[config.mk]
export PLATFORM = sky130hd
export DESIGN_NAME = rv32i_multicycle_ctrl_flat
export DESIGN_NICKNAME = d
export VERILOG_FILES = /design/src/rtl/rv32i_multicycle_ctrl_if.sv /design/src/rtl/rv32i_multicycle_ctrl.sv /design/src/flat_wrapper.sv
export SDC_FILE = /design/constraint.sdc
export NUM_CORES = 1
export LEC_CHECK = 0
export ABC_CLOCK_PERIOD_IN_PS = 2900
export CAP_MARGIN = 20
export CORE_UTILIZATION = 40
export DETAILED_ROUTE_END_ITERATION = 12
export PLACE_DENSITY = 0.71
export SYNTH_ARGS = -nofsm -noshare
export SYNTH_HDL_FRONTEND = slang
export SYNTH_SLANG_ARGS = --single-unit
[constraint.sdc]
create_clock -name clk -period 2.9 [get_ports clk]
set_clock_uncertainty 0.15 [all_clocks]
set_input_delay 0.435 -clock clk [delete_from_list [all_inputs] [get_ports clk]]
set_output_delay 0.435 -clock clk [all_outputs]
set_load 0.02 [all_outputs]
[src/rtl/rv32i_multicycle_ctrl_if.sv]
// rtl/rv32i_multicycle_ctrl_if.sv - shared instruction/data memory port between control unit and memory
interface rv32i_multicycle_ctrl_if;
  logic        mem_req;
  logic        mem_ready;
  logic        AddrSel;
  logic        MemRW;
  logic [31:0] inst_in;

  modport master (output mem_req, AddrSel, MemRW, input mem_ready, inst_in);
  modport slave  (input mem_req, AddrSel, MemRW, output mem_ready, inst_in);
endinterface

[src/rtl/rv32i_multicycle_ctrl.sv]
// rtl/rv32i_multicycle_ctrl.sv - multi-cycle RV32I control unit with IR, traps and retire counter
module rv32i_multicycle_ctrl #(
  parameter int TIMEOUT_CYCLES = 255,
  parameter int TO_W           = 8,
  parameter int CNT_W          = 32,
  parameter int TRAP_EN        = 1
) (
  input  logic                     clk,
  input  logic                     rst,
  rv32i_multicycle_ctrl_if.master  mem,
  input  logic                     BrEq_i,
  input  logic                     BrLT_i,
  input  logic                     BrGE_i,
  output logic                     PCSel_o,
  output logic [2:0]               ImmSel_o,
  output logic                     RegWEn_o,
  output logic                     BrUn_o,
  output logic                     ASel_o,
  output logic                     BSel_o,
  output logic [3:0]               ALUSel_o,
  output logic [1:0]               WBSel_o,
  output logic                     IRWEn_o,
  output logic                     PCWEn_o,
  output logic [31:0]              ir_o,
  output logic                     trap_o,
  output logic [1:0]               trap_cause_o,
  output logic [CNT_W-1:0]         instret_o,
  output logic [2:0]               state_o
);

  typedef enum logic [2:0] {
    S_FETCH  = 3'b000,
    S_DECODE = 3'b001,
    S_EXEC   = 3'b010,
    S_MEM    = 3'b011,
    S_WB     = 3'b100,
    S_TRAP   = 3'b101
  } state_e;

  localparam logic [6:0] OP_LUI    = 7'b0110111;
  localparam logic [6:0] OP_AUIPC  = 7'b0010111;
  localparam logic [6:0] OP_JAL    = 7'b1101111;
  localparam logic [6:0] OP_JALR   = 7'b1100111;
  localparam logic [6:0] OP_BRANCH = 7'b1100011;
  localparam logic [6:0] OP_LOAD   = 7'b0000011;
  localparam logic [6:0] OP_STORE  = 7'b0100011;
  localparam logic [6:0] OP_IMM    = 7'b0010011;
  localparam logic [6:0] OP_REG    = 7'b0110011;

  localparam logic [2:0] IMM_I = 3'b000;
  localparam logic [2:0] IMM_S = 3'b010;
  localparam logic [2:0] IMM_B = 3'b100;
  localparam logic [2:0] IMM_J = 3'b001;
  localparam logic [2:0] IMM_U = 3'b011;

  localparam logic [3:0] ALU_ADD   = 4'b0010;
  localparam logic [3:0] ALU_PASSB = 4'b0110;

  localparam logic [TO_W-1:0] TO_LIMIT = TO_W'(TIMEOUT_CYCLES);
  localparam bit              TO_EN    = (TIMEOUT_CYCLES != 0);
  localparam bit              TRAP_ON  = (TRAP_EN != 0);

  state_e            state_q, state_d;
  logic [31:0]       ir_q, ir_d;
  logic              trap_q, trap_d;
  logic [1:0]        cause_q, cause_d;
  logic [CNT_W-1:0]  instret_q, instret_d;
  logic [TO_W-1:0]   wait_q, wait_d;

  logic [6:0] opcode;
  logic [2:0] f3;
  logic [6:0] f7;
  assign opcode = ir_q[6:0];
  assign f3     = ir_q[14:12];
  assign f7     = ir_q[31:25];

  logic [2:0] dec_imm;
  logic       dec_asel, dec_bsel, dec_regw, dec_jump, dec_branch, dec_load, dec_store, dec_illegal;
  logic [3:0] dec_alu;
  logic [1:0] dec_wb;
  logic       br_taken;
  logic       in_access, timeout_hit;

  // f3 to ALU encoding; alt selects sub/sra
  function automatic logic [3:0] alu_op(input logic [2:0] fn3, input logic alt);
    case (fn3)
      3'b000:  alu_op = alt ? 4'b0011 : 4'b0010;
      3'b001:  alu_op = 4'b1000;
      3'b010:  alu_op = 4'b0100;
      3'b011:  alu_op = 4'b1011;
      3'b100:  alu_op = 4'b0111;
      3'b101:  alu_op = alt ? 4'b1100 : 4'b1001;
      3'b110:  alu_op = 4'b0001;
      default: alu_op = 4'b0000;
    endcase
  endfunction

  // Instruction decode of IR into datapath selects and class flags
  always_comb begin
    dec_imm     = IMM_I;
    dec_asel    = 1'b0;
    dec_bsel    = 1'b0;
    dec_alu     = ALU_ADD;
    dec_wb      = 2'b00;
    dec_regw    = 1'b0;
    dec_jump    = 1'b0;
    dec_branch  = 1'b0;
    dec_load    = 1'b0;
    dec_store   = 1'b0;
    dec_illegal = 1'b0;
    case (opcode)
      OP_LUI: begin
        dec_imm = IMM_U; dec_bsel = 1'b1; dec_alu = ALU_PASSB; dec_wb = 2'b01; dec_regw = 1'b1;
      end
      OP_AUIPC: begin
        dec_imm = IMM_U; dec_asel = 1'b1; dec_bsel = 1'b1; dec_wb = 2'b01; dec_regw = 1'b1;
      end
      OP_JAL: begin
        dec_imm = IMM_J; dec_asel = 1'b1; dec_bsel = 1'b1; dec_wb = 2'b10; dec_regw = 1'b1;
        dec_jump = 1'b1;
      end
      OP_JALR: begin
        dec_bsel = 1'b1; dec_wb = 2'b10; dec_regw = 1'b1; dec_jump = 1'b1;
        dec_illegal = (f3 != 3'b000);
      end
      OP_BRANCH: begin
        dec_imm = IMM_B; dec_asel = 1'b1; dec_bsel = 1'b1; dec_branch = 1'b1;
        dec_illegal = (f3[2:1] == 2'b01);
      end
      OP_LOAD: begin
        dec_bsel = 1'b1; dec_load = 1'b1;
        dec_illegal = (f3 == 3'b011) || (f3 == 3'b110) || (f3 == 3'b111);
      end
      OP_STORE: begin
        dec_imm = IMM_S; dec_bsel = 1'b1; dec_store = 1'b1;
        dec_illegal = (f3 > 3'b010);
      end
      OP_IMM: begin
        dec_bsel = 1'b1; dec_wb = 2'b01; dec_regw = 1'b1;
        dec_alu = alu_op(f3, (f3 == 3'b101) && f7[5]);
        dec_illegal = ((f3 == 3'b001) && (f7 != 7'h00)) ||
                      ((f3 == 3'b101) && (f7 != 7'h00) && (f7 != 7'h20));
      end
      OP_REG: begin
        dec_wb = 2'b01; dec_regw = 1'b1;
        dec_alu = alu_op(f3, f7[5]);
        dec_illegal = ((f7 != 7'h00) && (f7 != 7'h20)) ||
                      ((f7 == 7'h20) && (f3 != 3'b000) && (f3 != 3'b101));
      end
      default: dec_illegal = 1'b1;
    endcase
    // An illegal word executed as NOP must not disturb any datapath select
    if (dec_illegal) begin
      dec_imm = IMM_I; dec_asel = 1'b0; dec_bsel = 1'b0; dec_alu = 4'b0000; dec_wb = 2'b00;
      dec_regw = 1'b0; dec_jump = 1'b0; dec_branch = 1'b0; dec_load = 1'b0; dec_store = 1'b0;
    end
  end

  // Branch condition per funct3: beq, bne, blt, bge, bltu, bgeu
  always_comb begin
    case (f3)
      3'b000:  br_taken = BrEq_i;
      3'b001:  br_taken = !BrEq_i;
      3'b100:  br_taken = BrLT_i;
      3'b101:  br_taken = BrGE_i;
      3'b110:  br_taken = BrLT_i;
      3'b111:  br_taken = !BrLT_i;
      default: br_taken = 1'b0;
    endcase
  end

  assign in_access   = (state_q == S_FETCH) || (state_q == S_MEM);
  assign timeout_hit = TO_EN && in_access && !mem.mem_ready && (wait_q == TO_LIMIT);

  // Sequencer: next state, strobes and control bus; everything zero while rst is high
  always_comb begin
    state_d      = state_q;
    ir_d         = ir_q;
    trap_d       = trap_q;
    cause_d      = cause_q;
    instret_d    = instret_q;
    wait_d       = '0;
    PCSel_o      = 1'b0;
    ImmSel_o     = 3'b000;
    RegWEn_o     = 1'b0;
    BrUn_o       = 1'b0;
    ASel_o       = 1'b0;
    BSel_o       = 1'b0;
    ALUSel_o     = 4'b0000;
    WBSel_o      = 2'b00;
    IRWEn_o      = 1'b0;
    PCWEn_o      = 1'b0;
    mem.mem_req  = 1'b0;
    mem.AddrSel  = 1'b0;
    mem.MemRW    = 1'b0;
    if (!rst) begin
      if (in_access && !mem.mem_ready && !timeout_hit) begin
        wait_d = wait_q + 1'b1;
      end
      case (state_q)
        S_FETCH: begin
          mem.mem_req = 1'b1;
          if (mem.mem_ready) begin
            ir_d    = mem.inst_in;
            IRWEn_o = 1'b1;
            state_d = S_DECODE;
          end else if (timeout_hit) begin
            state_d = S_TRAP; trap_d = 1'b1; cause_d = 2'b10;
          end
        end
        S_DECODE: begin
          if (dec_illegal && TRAP_ON) begin
            state_d = S_TRAP; trap_d = 1'b1; cause_d = 2'b01;
          end else begin
            state_d = S_EXEC;
          end
        end
        S_EXEC: begin
          ImmSel_o = dec_imm;
          ASel_o   = dec_asel;
          BSel_o   = dec_bsel;
          ALUSel_o = dec_alu;
          BrUn_o   = dec_branch && f3[1];
          if (dec_load || dec_store) begin
            state_d = S_MEM;
          end else begin
            RegWEn_o = dec_regw;
            WBSel_o  = dec_wb;
            PCSel_o  = dec_jump || (dec_branch && br_taken);
            PCWEn_o  = 1'b1;
            state_d  = S_FETCH;
          end
        end
        S_MEM: begin
          ImmSel_o    = dec_imm;
          BSel_o      = 1'b1;
          ALUSel_o    = ALU_ADD;
          mem.mem_req = 1'b1;
          mem.AddrSel = 1'b1;
          mem.MemRW   = dec_store;
          if (mem.mem_ready) begin
            if (dec_store) begin
              PCWEn_o = 1'b1;
              state_d = S_FETCH;
            end else begin
              state_d = S_WB;
            end
          end else if (timeout_hit) begin
            state_d = S_TRAP; trap_d = 1'b1; cause_d = 2'b10;
          end
        end
        S_WB: begin
          RegWEn_o = 1'b1;
          WBSel_o  = 2'b00;
          PCWEn_o  = 1'b1;
          state_d  = S_FETCH;
        end
        default: begin
          state_d = S_TRAP;
        end
      endcase
      if (PCWEn_o) begin
        instret_d = instret_q + 1'b1;
      end
    end
  end

  // State, IR, trap flags, retire and wait counters
  always_ff @(posedge clk) begin
    if (rst) begin
      state_q   <= S_FETCH;
      ir_q      <= 32'h0000_0013;
      trap_q    <= 1'b0;
      cause_q   <= 2'b00;
      instret_q <= '0;
      wait_q    <= '0;
    end else begin
      state_q   <= state_d;
      ir_q      <= ir_d;
      trap_q    <= trap_d;
      cause_q   <= cause_d;
      instret_q <= instret_d;
      wait_q    <= wait_d;
    end
  end

  assign ir_o         = ir_q;
  assign trap_o       = trap_q;
  assign trap_cause_o = cause_q;
  assign instret_o    = instret_q;
  assign state_o      = state_q;

endmodule
[src/flat_wrapper.sv]
// flat-port wrapper written by rule: the top's interface ports become plain ports
module rv32i_multicycle_ctrl_flat 
#(
  parameter int TIMEOUT_CYCLES = 255,
  parameter int TO_W           = 8,
  parameter int CNT_W          = 32,
  parameter int TRAP_EN        = 1
)
  (clk, rst, BrEq_i, BrLT_i, BrGE_i, PCSel_o, ImmSel_o, RegWEn_o, BrUn_o, ASel_o, BSel_o, ALUSel_o, WBSel_o, IRWEn_o, PCWEn_o, ir_o, trap_o, trap_cause_o, instret_o, state_o, mem_mem_req, mem_AddrSel, mem_MemRW, mem_mem_ready, mem_inst_in);
  rv32i_multicycle_ctrl_if mem_i ();
  input  logic clk;
  input  logic rst;
  input  logic BrEq_i;
  input  logic BrLT_i;
  input  logic BrGE_i;
  output logic PCSel_o;
  output logic [2:0] ImmSel_o;
  output logic RegWEn_o;
  output logic BrUn_o;
  output logic ASel_o;
  output logic BSel_o;
  output logic [3:0] ALUSel_o;
  output logic [1:0] WBSel_o;
  output logic IRWEn_o;
  output logic PCWEn_o;
  output logic [31:0] ir_o;
  output logic trap_o;
  output logic [1:0] trap_cause_o;
  output logic [CNT_W-1:0] instret_o;
  output logic [2:0] state_o;
  output wire logic [$bits(mem_i.mem_req)-1:0] mem_mem_req;
  output wire logic [$bits(mem_i.AddrSel)-1:0] mem_AddrSel;
  output wire logic [$bits(mem_i.MemRW)-1:0] mem_MemRW;
  input wire logic [$bits(mem_i.mem_ready)-1:0] mem_mem_ready;
  input wire logic [$bits(mem_i.inst_in)-1:0] mem_inst_in;
  assign mem_mem_req = mem_i.mem_req;
  assign mem_AddrSel = mem_i.AddrSel;
  assign mem_MemRW = mem_i.MemRW;
  assign mem_i.mem_ready = mem_mem_ready;
  assign mem_i.inst_in = mem_inst_in;
  rv32i_multicycle_ctrl #(.TIMEOUT_CYCLES(TIMEOUT_CYCLES), .TO_W(TO_W), .CNT_W(CNT_W), .TRAP_EN(TRAP_EN)) u_core (.clk(clk), .rst(rst), .mem(mem_i), .BrEq_i(BrEq_i), .BrLT_i(BrLT_i), .BrGE_i(BrGE_i), .PCSel_o(PCSel_o), .ImmSel_o(ImmSel_o), .RegWEn_o(RegWEn_o), .BrUn_o(BrUn_o), .ASel_o(ASel_o), .BSel_o(BSel_o), .ALUSel_o(ALUSel_o), .WBSel_o(WBSel_o), .IRWEn_o(IRWEn_o), .PCWEn_o(PCWEn_o), .ir_o(ir_o), .trap_o(trap_o), .trap_cause_o(trap_cause_o), .instret_o(instret_o), .state_o(state_o));
endmodule
-- Word level (Yosys, flattened, before mapping)
Index checks and enable logic that the tools add are counted.
- mux-type cells: 77
- reduce and logical (&&, ||, !) cells: 41
- add/subtract/negate cells: 2
- bitwise gates (word level): 1
- shift-type cells: 0
- $lt $le $gt $ge: 1
- divide/modulo/power cells: 0
- $mul: 0
- equality and inequality tests: 28
- operators with widths (cell ; number):
    $pmux W4 S7 ; 2
    $mux W1 ; 43
    $add A32 B1 Y32 const B ; 1
    $mux W3 ; 10
    $eq A7 B6 Y1 const B ; 4
    $eq A7 B7 Y1 const B ; 3
    $mux W2 ; 8
    $eq A3 B3 Y1 const B ; 5
    $pmux W3 S5 ; 1
    $eq A7 B5 Y1 const B ; 2
    $eq A3 B2 Y1 const B ; 4
    $logic_and A1 B1 Y1 ; 12
    $pmux W3 S4 ; 1
    $pmux W4 S3 ; 1
    $reduce_or A2 Y1 ; 6
    $add A8 B1 Y8 const B ; 1
    $eq A8 B8 Y1 const B ; 1
    $mux W4 ; 2
    $pmux W2 S2 ; 2
    $pmux W4 S2 ; 1
    $reduce_or A8 Y1 ; 1
    $eq A7 B2 Y1 const B ; 1
    $logic_or A1 B1 Y1 ; 7
    $ne A7 B6 Y1 const B ; 1
    21 further kinds ; 30
- word-level logic and storage cells: 156
- memories kept: 0
- output and inout port bits: 89
- bits in read-only memories: 0
- RAM bits: 0
- flip-flop bits (word level): 78
- latch bits: 0
- input bits: 38

-- Longest topological paths before layout
Gate-level depths: netlist (run 1).
- depth in word-level cells: 11
- mapped depth: 8
- depth with buffers taken out: 7

-- Worst setup path after synthesis (run 1)
Ideal clock, no wire load.
- path kind: reg2out
- start: register u_core.ir_q[26], in the netlist u_core.ir_o[26]
- end: output BrUn_o
- cell stages (with the launch flop): 8
- data required time: 2315 ps
- arrival time: 2461 ps
- path buffers: 1
- slack: -146 ps
- cells stage by stage: dfxtp_1 -> or4_4 -> nor3_4 -> o21ai_0 -> o21ai_0 -> nand3_1 -> buf_2 -> nor4b_1
- cells in the longest elaborated chain, start to end: 9
- elaborated cells between the ends (all ways): 16
- classes of those cells: eq/ne (2); mux (4); reduce/logical (10)
- RTL lines (element ; line ; RTL):
    start: declaration ; rv32i_multicycle_ctrl.sv:64 ; logic [31:0] ir_q, ir_d;
    start signal: assignment ; rv32i_multicycle_ctrl.sv:279 ; ir_q <= ir_d;
    $eq A7 B6 Y1 / $reduce_bool A7 Y1 (equally long branches) ; - ;
    $logic_and A1 B1 Y1 (on tied branches) (2 in a row) ; rv32i_multicycle_ctrl.sv:148, rv32i_multicycle_ctrl.sv:142 ;
    $logic_or A1 B1 Y1 (on tied branches) ; rv32i_multicycle_ctrl.sv:147, rv32i_multicycle_ctrl.sv:141 ;
    $pmux W1 S7 (*) ; rv32i_multicycle_ctrl.sv:111 ; case (opcode)
    $mux W1 (*) ; rv32i_multicycle_ctrl.sv:153 ; if (dec_illegal) begin
    $logic_and A1 B1 Y1 (*) ; rv32i_multicycle_ctrl.sv:223 ; BrUn_o = dec_branch && f3[1];
    $mux W1 (*) ; rv32i_multicycle_ctrl.sv:200 ; case (state_q)
    $mux W1 (*) ; rv32i_multicycle_ctrl.sv:196 ; if (!rst) begin
    end: declaration ; flat_wrapper.sv:19 ; output logic BrUn_o;
Mark *: on every way between the ends. The rest lies on a longest branch, timed or not.

-- Worst setup path in the final report (run 1)
- start: register u_core.ir_q[29], in the netlist u_core.ir_o[29]
- end: output BrUn_o
Same word-level chain as after synthesis.

==> results.json, run 1 <==
{
  "outcome": "complete, no violations",
  "rows": 36,
  "swShare_pct": 39.68,
  "drive_gt1_share_pct": 17.29,
  "layout.nets": 700,
  "min_to": "u_core.trap_cause_o[1]",
  "synth_cells": 513,
  "viasPerCell": 5.103,
  "powerDensity_nw_per_um2": 644.2,
  "synth-async-reset-ratio_pct": 0,
  "r2r_slack_ns": 0.20,
  "fmax_mhz": 344.9,
  "final_antenna_net_count": 0,
  "crit_top_cell": "o21ai_2",
  "ys.flop_type": "dfxtp_1",
  "hold_viol": 0,
  "crit_required_ns": 2.32,
  "power.share.sequential_pct": 35.0,
  "timing.rr.start": "u_core.state_o[1]",
  "dp.cells": 779,
  "die_area_sq_um": 10430,
  "place_congestion": 0.8361,
  "final_util_pct": 60.65,
  "port_buffers": 126,
  "n_antenna_cell": 0,
  "die_y_um": 102.1,
  "ff2ff_path_depth": 7,
  "syn_area_sq_um": 4009,
  "crit_buf_inv": 2,
  "clock_path_buffers": 2,
  "rsz0062_at_grt": "true",
  "min-delay-start": "rst",
  "cpLargestDelayFamily": "simple AND/OR/NAND/NOR gates",
  "startpoint_type": "register",
  "hpwl_um": 8085,
  "antenna_found_initial": 0,
  "fin_crit_ns": 2.900,
  "vias": 4072,
  "synthToLayoutAreaGrowth_pct": 47.19,
  "cp_max_fo": 5,
  "arrival_ns": 2.31,
  "peakVddDrop_mv": 0.3187,
  "wirelength_um": 11210,
  "leakagePower_nw": 2.052,
  "io_pins": 127,
  "relSlewSlack_pct": 47.07,
  "cp-end-kind": "output port",
  "wl_per_cell_um": 14.05,
  "criticalPathCategory": "register to output port",
  "finalMaxSlewViolations": 0,
  "switchingPower_mw": 1.509,
  "fin_cells": 798,
  "dieWidth_um": 102.1,
  "hold_path_class": "input pin to register",
  "p_int_mw": 2.293,
  "avgSynthCellArea_sq_um": 7.815,
  "gr-usage-all-layers_pct": 22.52,
  "worstHoldPathCells": 2,
  "core_area_sq_um": 9729,
  "grt_max_degree": 36,
  "cts.sinks": 78,
  "r2r_end": "u_core.instret_o[31]",
  "overflow": 0,
  "slowest_stage": "or4_4",
  "syn_nets": 553,
  "finalCritPeriodShare_pct": 99.99,
  "drc": 0,
  "clk_pin_slew_worst_paths_ns": 0.09,
  "combPwrFrac_pct": 45.1,
  "ys_seq_elements": 78,
  "holdBufCountCts": 0,
  "cts_max_level": 3,
  "cts_tree": "done",
  "first_pass_iters": 4,
  "worst_pin_slew_ns": 0.7905,
  "cap_violations": 0,
  "grt_pass1_vias": 3868,
  "clk_latency_ns": 0.35,
  "max_stage_delay_ns": 0.54,
  "initial_core_util_pct": 41.20,
  "drtIter0Drc": 146,
  "clockPowerShare_pct": 19.8,
  "yosys_warnings": 0,
  "finalSetupViolCount": 0,
  "yosysSeqAreaShare_pct": 38.95,
  "path_cells": "or4_4 > nor3_4 > o21ai_2 > o21ai_2 > nand3_2 > buf_6 > nor4b_2 > buf_4",
  "synth-edff-count": 0,
  "grt_pass1_wl_um": 18630,
  "root_buffer": "clkbuf_8",
  "yosysUniqueCellTypes": 56,
  "cts_buffers": 9
}
[logic make-up after synthesis]
kind of cell	count (synthesis)	share of synthesized area, %
mux	2	0.4994
xor+xnor	37	8.084
buf+inv	50	4.900
fa+ha+maj	2	0.6241
compound gates	115	19.35
flops	78	38.95
simple gates	229	27.59
[Yosys cell counts (4+ instances only)]
library cell | count | area share (%)
a211oi_1 | 5 | 0.94
xnor2_1 | 32 | 7.0
nand3b_1 | 5 | 0.94
inv_1 | 17 | 1.6
nor2_1 | 54 | 5.1
a21oi_1 | 53 | 6.6
dfxtp_1 | 78 | 39
nand4_1 | 4 | 0.62
or2_2 | 5 | 0.78
xor2_1 | 5 | 1.1
nand2_1 | 99 | 9.3
nand2b_1 | 5 | 0.78
buf_2 | 7 | 0.87
nor2b_1 | 7 | 1.1
nand3_1 | 15 | 1.9
o21ai_0 | 13 | 1.6
nor3_1 | 8 | 1.0
a2111oi_1 | 8 | 2.0
nor4_1 | 6 | 0.94
and3_1 | 7 | 1.1
clkbuf_1 | 26 | 2.4
[worst max path at each step]
stage / from / to / slack [ns] / depth (start not counted)
final: u_core.ir_o[29] / BrUn_o / 0.0004 / 8
after global routing: u_core.ir_o[29] / PCSel_o / -0.11 / 8
after CTS: u_core.ir_o[29] / BrUn_o / -0.11 / 8
after detailed placement: u_core.ir_o[26] / ALUSel_o[0] / -0.28 / 8
after global placement: u_core.ir_o[26] / ALUSel_o[2] / -0.25 / 8
after floorplan: u_core.ir_o[26] / BrUn_o / -0.15 / 7
[per-layer routing]
metal	vias to the layer above	wire length, um	track usage, %
met3	10	520	4.241
met4	0	149	6.484
met2	99	5457	37.69
li1	2061	-	-
met1	1902	5082	29.50
met5	-	0	0
[metrics by stage]
step	total power [mW]	setup slack, ns	hold WS, ns	TNS, ns	cell area [sq um]
3_5_place_dp	2.900	-0.2772	0.2992	-3.174	5605
4_1_cts	3.798	-0.1099	0.2600	-0.7220	5867
2_1_floorplan	2.231	-0.1462	0.2760	-0.6744	4009
5_1_grt	4.044	-0.1126	0.2854	-0.8656	5901
6_report	3.801	0.0003590	0.2794	0	5901
3_3_place_gp	2.885	-0.2453	0.2924	-2.637	5605
[state kept, by name (all words and copies together), names as in the netlist]
register,flops
u_core.instret_o,32
u_core.ir_o,32
u_core.state_o,3
u_core.wait_q,8
u_core.trap_cause_o,2
u_core.trap_o,1
[power by group through the flow]
stage / Sequential, mW / Clock (mW) / Combinational, mW
final: 1.33 / 0.755 / 1.71
after global routing: 1.36 / 0.824 / 1.86
after CTS: 1.33 / 0.778 / 1.69
after detailed placement: 1.36 / 0 / 1.54
after global placement: 1.35 / 0 / 1.53
after floorplan: 1.47 / 0 / 0.764
[what timing repair did]
action,CTS,global route
setup endpoints to repair,17,15
gates cloned,1,0
pin swaps,13,4
resized for setup,113,7
buffers inserted,1,1
endpoints found under the hold margin,0,0
[cells in the final DEF (no fill, tap or decap), types with 7 or more instances in the layout]
master	instances
dfxtp_1	76
o21ai_0	10
a21oi_1	52
and3_1	7
clkdlybuf4s50_1	108
xnor2_1	32
nor2_1	54
nand2_1	99
inv_1	17
nand3_1	14
buf_4	52
clkbuf_8	9
a2111oi_1	8
[area by class of cell]
| type | instances | area, sq um |
|---|---|---|
| timing repair buffer | 169 | 1555 |
| sequential | 78 | 1564 |
| clock buffer | 9 | 123.9 |
| clock inverter | 7 | 55.05 |
| inverter | 17 | 63.81 |
| fill | 897 | 3829 |
| tap | 133 | 166.4 |
| multi-input combinational | 385 | 2372 |
Power figures use the tool's default switching activity.
==> run 2, diff against run 1 <==
Settings changed: RECOVER_POWER set to 50.
==> results.json, run 2 (synthesis gave the netlist of run 1 again) <==
{
  "outcome": "complete, no violations",
  "first_pass_iters": 4,
  "cap_violations": 0,
  "criticalPathCategory": "register to output port",
  "dpl_worst_slack_ns": -0.2772,
  "slowest_stage": "or4_4",
  "die_area_sq_um": 10430,
  "core_area_sq_um": 9729,
  "finalCritPeriodShare_pct": 99.96,
  "arrival_ns": 2.31,
  "dp.cells": 779,
  "gr-usage-all-layers_pct": 22.52,
  "worst_hold_slack_ns": 0.2720,
  "hold_viol": 0,
  "finalMaxSlewViolations": 0,
  "fmax_mhz": 345.0,
  "layout.nets": 700,
  "startpoint_type": "register",
  "hpwl_um": 8085,
  "fin_tns_setup_ns": 0,
  "n_antenna_cell": 0,
  "initial_core_util_pct": 41.20,
  "clk_pin_slew_worst_paths_ns": 0.09,
  "holdBufCountCts": 0,
  "final_util_pct": 60.55,
  "cpLargestDelayFamily": "simple AND/OR/NAND/NOR gates",
  "drtIter0Drc": 156,
  "cts.sinks": 78,
  "clk_latency_ns": 0.34,
  "max_stage_delay_ns": 0.54,
  "crit_buf_inv": 2,
  "final_antenna_net_count": 0,
  "worst_pin_slew_ns": 0.7844,
  "hold_path_class": "input pin to register",
  "cp-end-kind": "output port",
  "wl_per_cell_um": 14.03,
  "viasPerCell": 5.078,
  "synthToLayoutAreaGrowth_pct": 46.94,
  "root_buffer": "clkbuf_8",
  "grt_pass1_wl_um": 18630,
  "drc": 0,
  "cp_max_fo": 5,
  "port_buffers": 126,
  "crit_start": "u_core.ir_o[29]",
  "overflow": 0,
  "cts_max_level": 3,
  "fin_crit_ns": 2.899,
  "wirelength_um": 11200,
  "crit_top_cell": "o21ai_2",
  "rsz0062_at_grt": "true",
  "grt_max_degree": 36,
  "crit_required_ns": 2.32,
  "stdcell_area_sq_um": 5891,
  "place_congestion": 0.8361,
  "cts_buffers": 9,
  "antenna_found_initial": 0,
  "peakVddDrop_mv": 0.3180,
  "drive_gt1_share_pct": 16.99,
  "finalSetupViolCount": 0,
  "place_area_sq_um": 5605,
  "fin_cells": 798,
  "vias": 4052,
  "relSlewSlack_pct": 47.48,
  "grt_pass1_vias": 3868,
  "timing.rr.start": "u_core.state_o[1]",
  "leakagePower_nw": 2.168,
  "io_pins": 127,
  "p_total_mw": 3.766,
  "final_cell_mix": "99 x nand2_1, 76 x dfxtp_1, 69 x clkdlybuf4s50_1",
  "path_cells": "or4_4 > nor3_4 > o21ai_2 > o21ai_2 > nand3_2 > buf_6 > nor4b_2 > buf_4",
  "rows": 36,
  "setup_ws_ns": 0.001278,
  "final_common_cell": "nand2_1",
  "clock_path_buffers": 2,
  "min-delay-start": "rst",
  "dieWidth_um": 102.1,
  "cts_tree": "done",
  "powerDensity_nw_per_um2": 639.3,
  "die_y_um": 102.1
}
[run 2: worst paths after layout]
check	to	slack, ns	cells after the start
setup / recovery	BrUn_o	0.001	8
hold / removal	u_core.trap_o	0.27	2
setup reg to reg	u_core.instret_o[31]	0.19	7
hold reg to reg	u_core.ir_o[24]	0.31	2
[run 2: final cells by class]
type,instances,area [sq um]
fillers,898,3839
multi-input cells,385,2372
flip-flops and latches,78,1564
repair buffers,169,1545
well taps,133,166.4
clock buffers,9,123.9
inverters,17,63.81
clock inverters,7,55.05
[run 2: worst reg2reg max path: cells and delay by family (launching register included)]
| family | cells | cell delay [ns] |
|---|---|---|
| AO/OA/AOI/OAI | 3 | 1.25 |
| AND/OR/NAND/NOR | 2 | 0.50 |
| flip-flops | 1 | 0.33 |
| buffers and inverters | 1 | 0.19 |
| XOR/XNOR | 1 | 0.18 |
[run 2: layer usage]
layer,share of wire (%),GRT usage (%),vias up
li1,-,-,2065
met1,46,29.50,1887
met2,49,37.69,96
met3,4.2,4.241,4
met4,0.75,6.484,0
met5,0,0,-
[run 2: timing repair]
action                                  CTS  global route
hold endpoints to repair                  0             0
endpoints found under the setup margin   17            15
pin swaps                                13             4
gates resized for setup                 113             7
cloned                                    1             0
buffers inserted                          1             1
[run 2: power breakdown]
part	switching [mW]	leakage [nW]	internal, mW	total (mW)
Clock	0.433	0.0923	0.323	0.756
Combinational	0.942	1.44	0.737	1.68
Sequential	0.131	0.634	1.20	1.33
==> run 3, diff against run 2 <==
--- a/config.mk
+++ b/config.mk
@@ -9,5 +9,5 @@
 export CAP_MARGIN = 20
-export CORE_UTILIZATION = 40
+export CORE_UTILIZATION = 46
 export DETAILED_ROUTE_END_ITERATION = 12
-export PLACE_DENSITY = 0.71
+export PLACE_DENSITY = 0.79
 export RECOVER_POWER = 50
==> constraint.sdc (replaced) <==
create_clock -name clk -period 2.9 [get_ports clk]
set_clock_uncertainty 0.15 [all_clocks]
set_input_delay 0.58 -clock clk [delete_from_list [all_inputs] [get_ports clk]]
set_output_delay 0.58 -clock clk [all_outputs]
set_load 0.02 [all_outputs]
==> results.json, run 3 (synthesis gave the netlist of run 1 again) <==
{
  "crit_required_ns": 2.17,
  "dieWidth_um": 95.36,
  "path_cells": "or4_4 > nor3_4 > o21ai_2 > o21ai_1 > nand3_1 > buf_12 > nor4_4 > buf_4",
  "gr-usage-all-layers_pct": 25.87,
  "io_pins": 127,
  "wirelength_um": 11790,
  "drc": 0,
  "cap_violations": 0,
  "core_area_sq_um": 8341,
  "fin_cells": 789,
  "max_stage_delay_ns": 0.54,
  "criticalPathCategory": "register to output port",
  "n_antenna_cell": 0,
  "clk_pin_slew_worst_paths_ns": 0.08,
  "finalSetupViolCount": 16,
  "holdBufCountCts": 0,
  "cts_max_level": 3,
  "cp_max_fo": 15,
  "clock_path_buffers": 2,
  "port_buffers": 126,
  "peakVddDrop_mv": 0.3594,
  "leakagePower_nw": 2.285,
  "multiInputGateArea_sq_um": 2492,
  "fmax_mhz": 322.5,
  "hpwl_um": 8287,
  "hold_path_class": "register to register",
  "final_cell_mix": "99 x nand2_1, 76 x dfxtp_1, 71 x clkdlybuf4s50_1",
  "regArea_sq_um": 1564,
  "violations": "negative setup slack",
  "crit_buf_inv": 2,
  "stdcell_area_sq_um": 6146,
  "fin_crit_ns": 3.101,
  "die_area_sq_um": 9093,
  "layout.nets": 719,
  "drtIter0Drc": 154,
  "initial_core_util_pct": 48.06,
  "grt_max_degree": 74,
  "startpoint_type": "register",
  "viasPerCell": 5.378,
  "p_total_mw": 3.841,
  "powerDensity_nw_per_um2": 624.9,
  "fin_tns_setup_ns": -2.126,
  "hold_viol": 0,
  "final_antenna_net_count": 0,
  "die_y_um": 95.36,
  "finalMaxSlewViolations": 0,
  "final_common_cell": "nand2_1",
  "setup_ws_ns": -0.2010,
  "arrival_ns": 2.37,
  "cts_tree": "done",
  "vias": 4243,
  "first_pass_iters": 4,
  "dp.cells": 765,
  "wl_per_cell_um": 14.94,
  "grt_pass1_vias": 3904,
  "place_congestion": 0.8843,
  "rsz0062_at_grt": "true",
  "cts.sinks": 78,
  "grt_pass1_wl_um": 18340,
  "overflow": 0,
  "cpLargestDelayFamily": "simple AND/OR/NAND/NOR gates",
  "drive_gt1_share_pct": 19.59,
  "finalCritPeriodShare_pct": 106.9,
  "slowest_stage": "or4_4",
  "place_area_sq_um": 5797,
  "worst_pin_slew_ns": 1.345,
  "relSlewSlack_pct": 10.32,
  "antenna_found_initial": 0,
  "synthToLayoutAreaGrowth_pct": 53.31,
  "cp-end-kind": "output port",
  "outcome": "finished with violations",
  "root_buffer": "clkbuf_8",
  "rows": 33,
  "clk_latency_ns": 0.34,
  "fillers": 652,
  "cts_buffers": 9
}
## run 3: per-stage QoR
| stage | hold slack (ns) | setup slack, ns | util, % |
|---|---|---|---|
| after floorplan | 0.2760 | -0.08861 | - |
| after global placement | 0.2919 | -0.3432 | 69.50 |
| after detailed placement | 0.2957 | -0.4005 | 69.50 |
| after CTS | 0.3069 | -0.2189 | 71.77 |
| after global routing | 0.3225 | -0.3318 | 73.69 |
| final | 0.3023 | -0.2010 | 73.69 |
## run 3: metal layers
metal	vias to the layer above	wire length, um	global-route usage, %
met5	-	0	0
met4	0	432	10.98
met3	34	553	5.423
met2	134	5710	43.39
met1	1976	5091	31.94
li1	2099	-	-
## run 3: final timing paths
kind / slack [ns] / cells past startpoint / to / from
min: 0.30 / 2 / u_core.ir_o[24] / u_core.ir_o[24]
max reg2reg: 0.18 / 7 / u_core.instret_o[4] / u_core.state_o[2]
max: -0.20 / 8 / ALUSel_o[3] / u_core.ir_o[26]
min reg2reg: 0.30 / 2 / u_core.ir_o[24] / u_core.ir_o[24]
## run 3: where the power goes
part,total (mW),leakage (nW),internal [mW],switching (mW)
combinational,1.69,1.55,0.730,0.965
clock,0.819,0.0997,0.422,0.396
sequential,1.33,0.634,1.20,0.127
total,3.84,2.29,2.35,1.49
## run 3: what timing repair did
action | CTS | global route
setup buffers | 0 | 9
gates resized for setup | 90 | 25
pin swaps | 1 | 5
endpoints found under the setup margin | 19 | 41
## run 3: worst min-delay path: cells and delay by family (launching register included)
family          cells  cell delay [ns]
compound gates      1             0.05
flops               1             0.31
simple gates        1             0.05
## run 3: area by class of cell
type | count | share of cell area (%)
Multi-Input combinational cell | 385 | 40.55
Clock inverter | 5 | 0.9161
Tap cell | 105 | 2.138
Timing Repair Buffer | 188 | 27.61
Sequential cell | 78 | 25.45
Inverter | 17 | 1.038
Clock buffer | 11 | 2.300
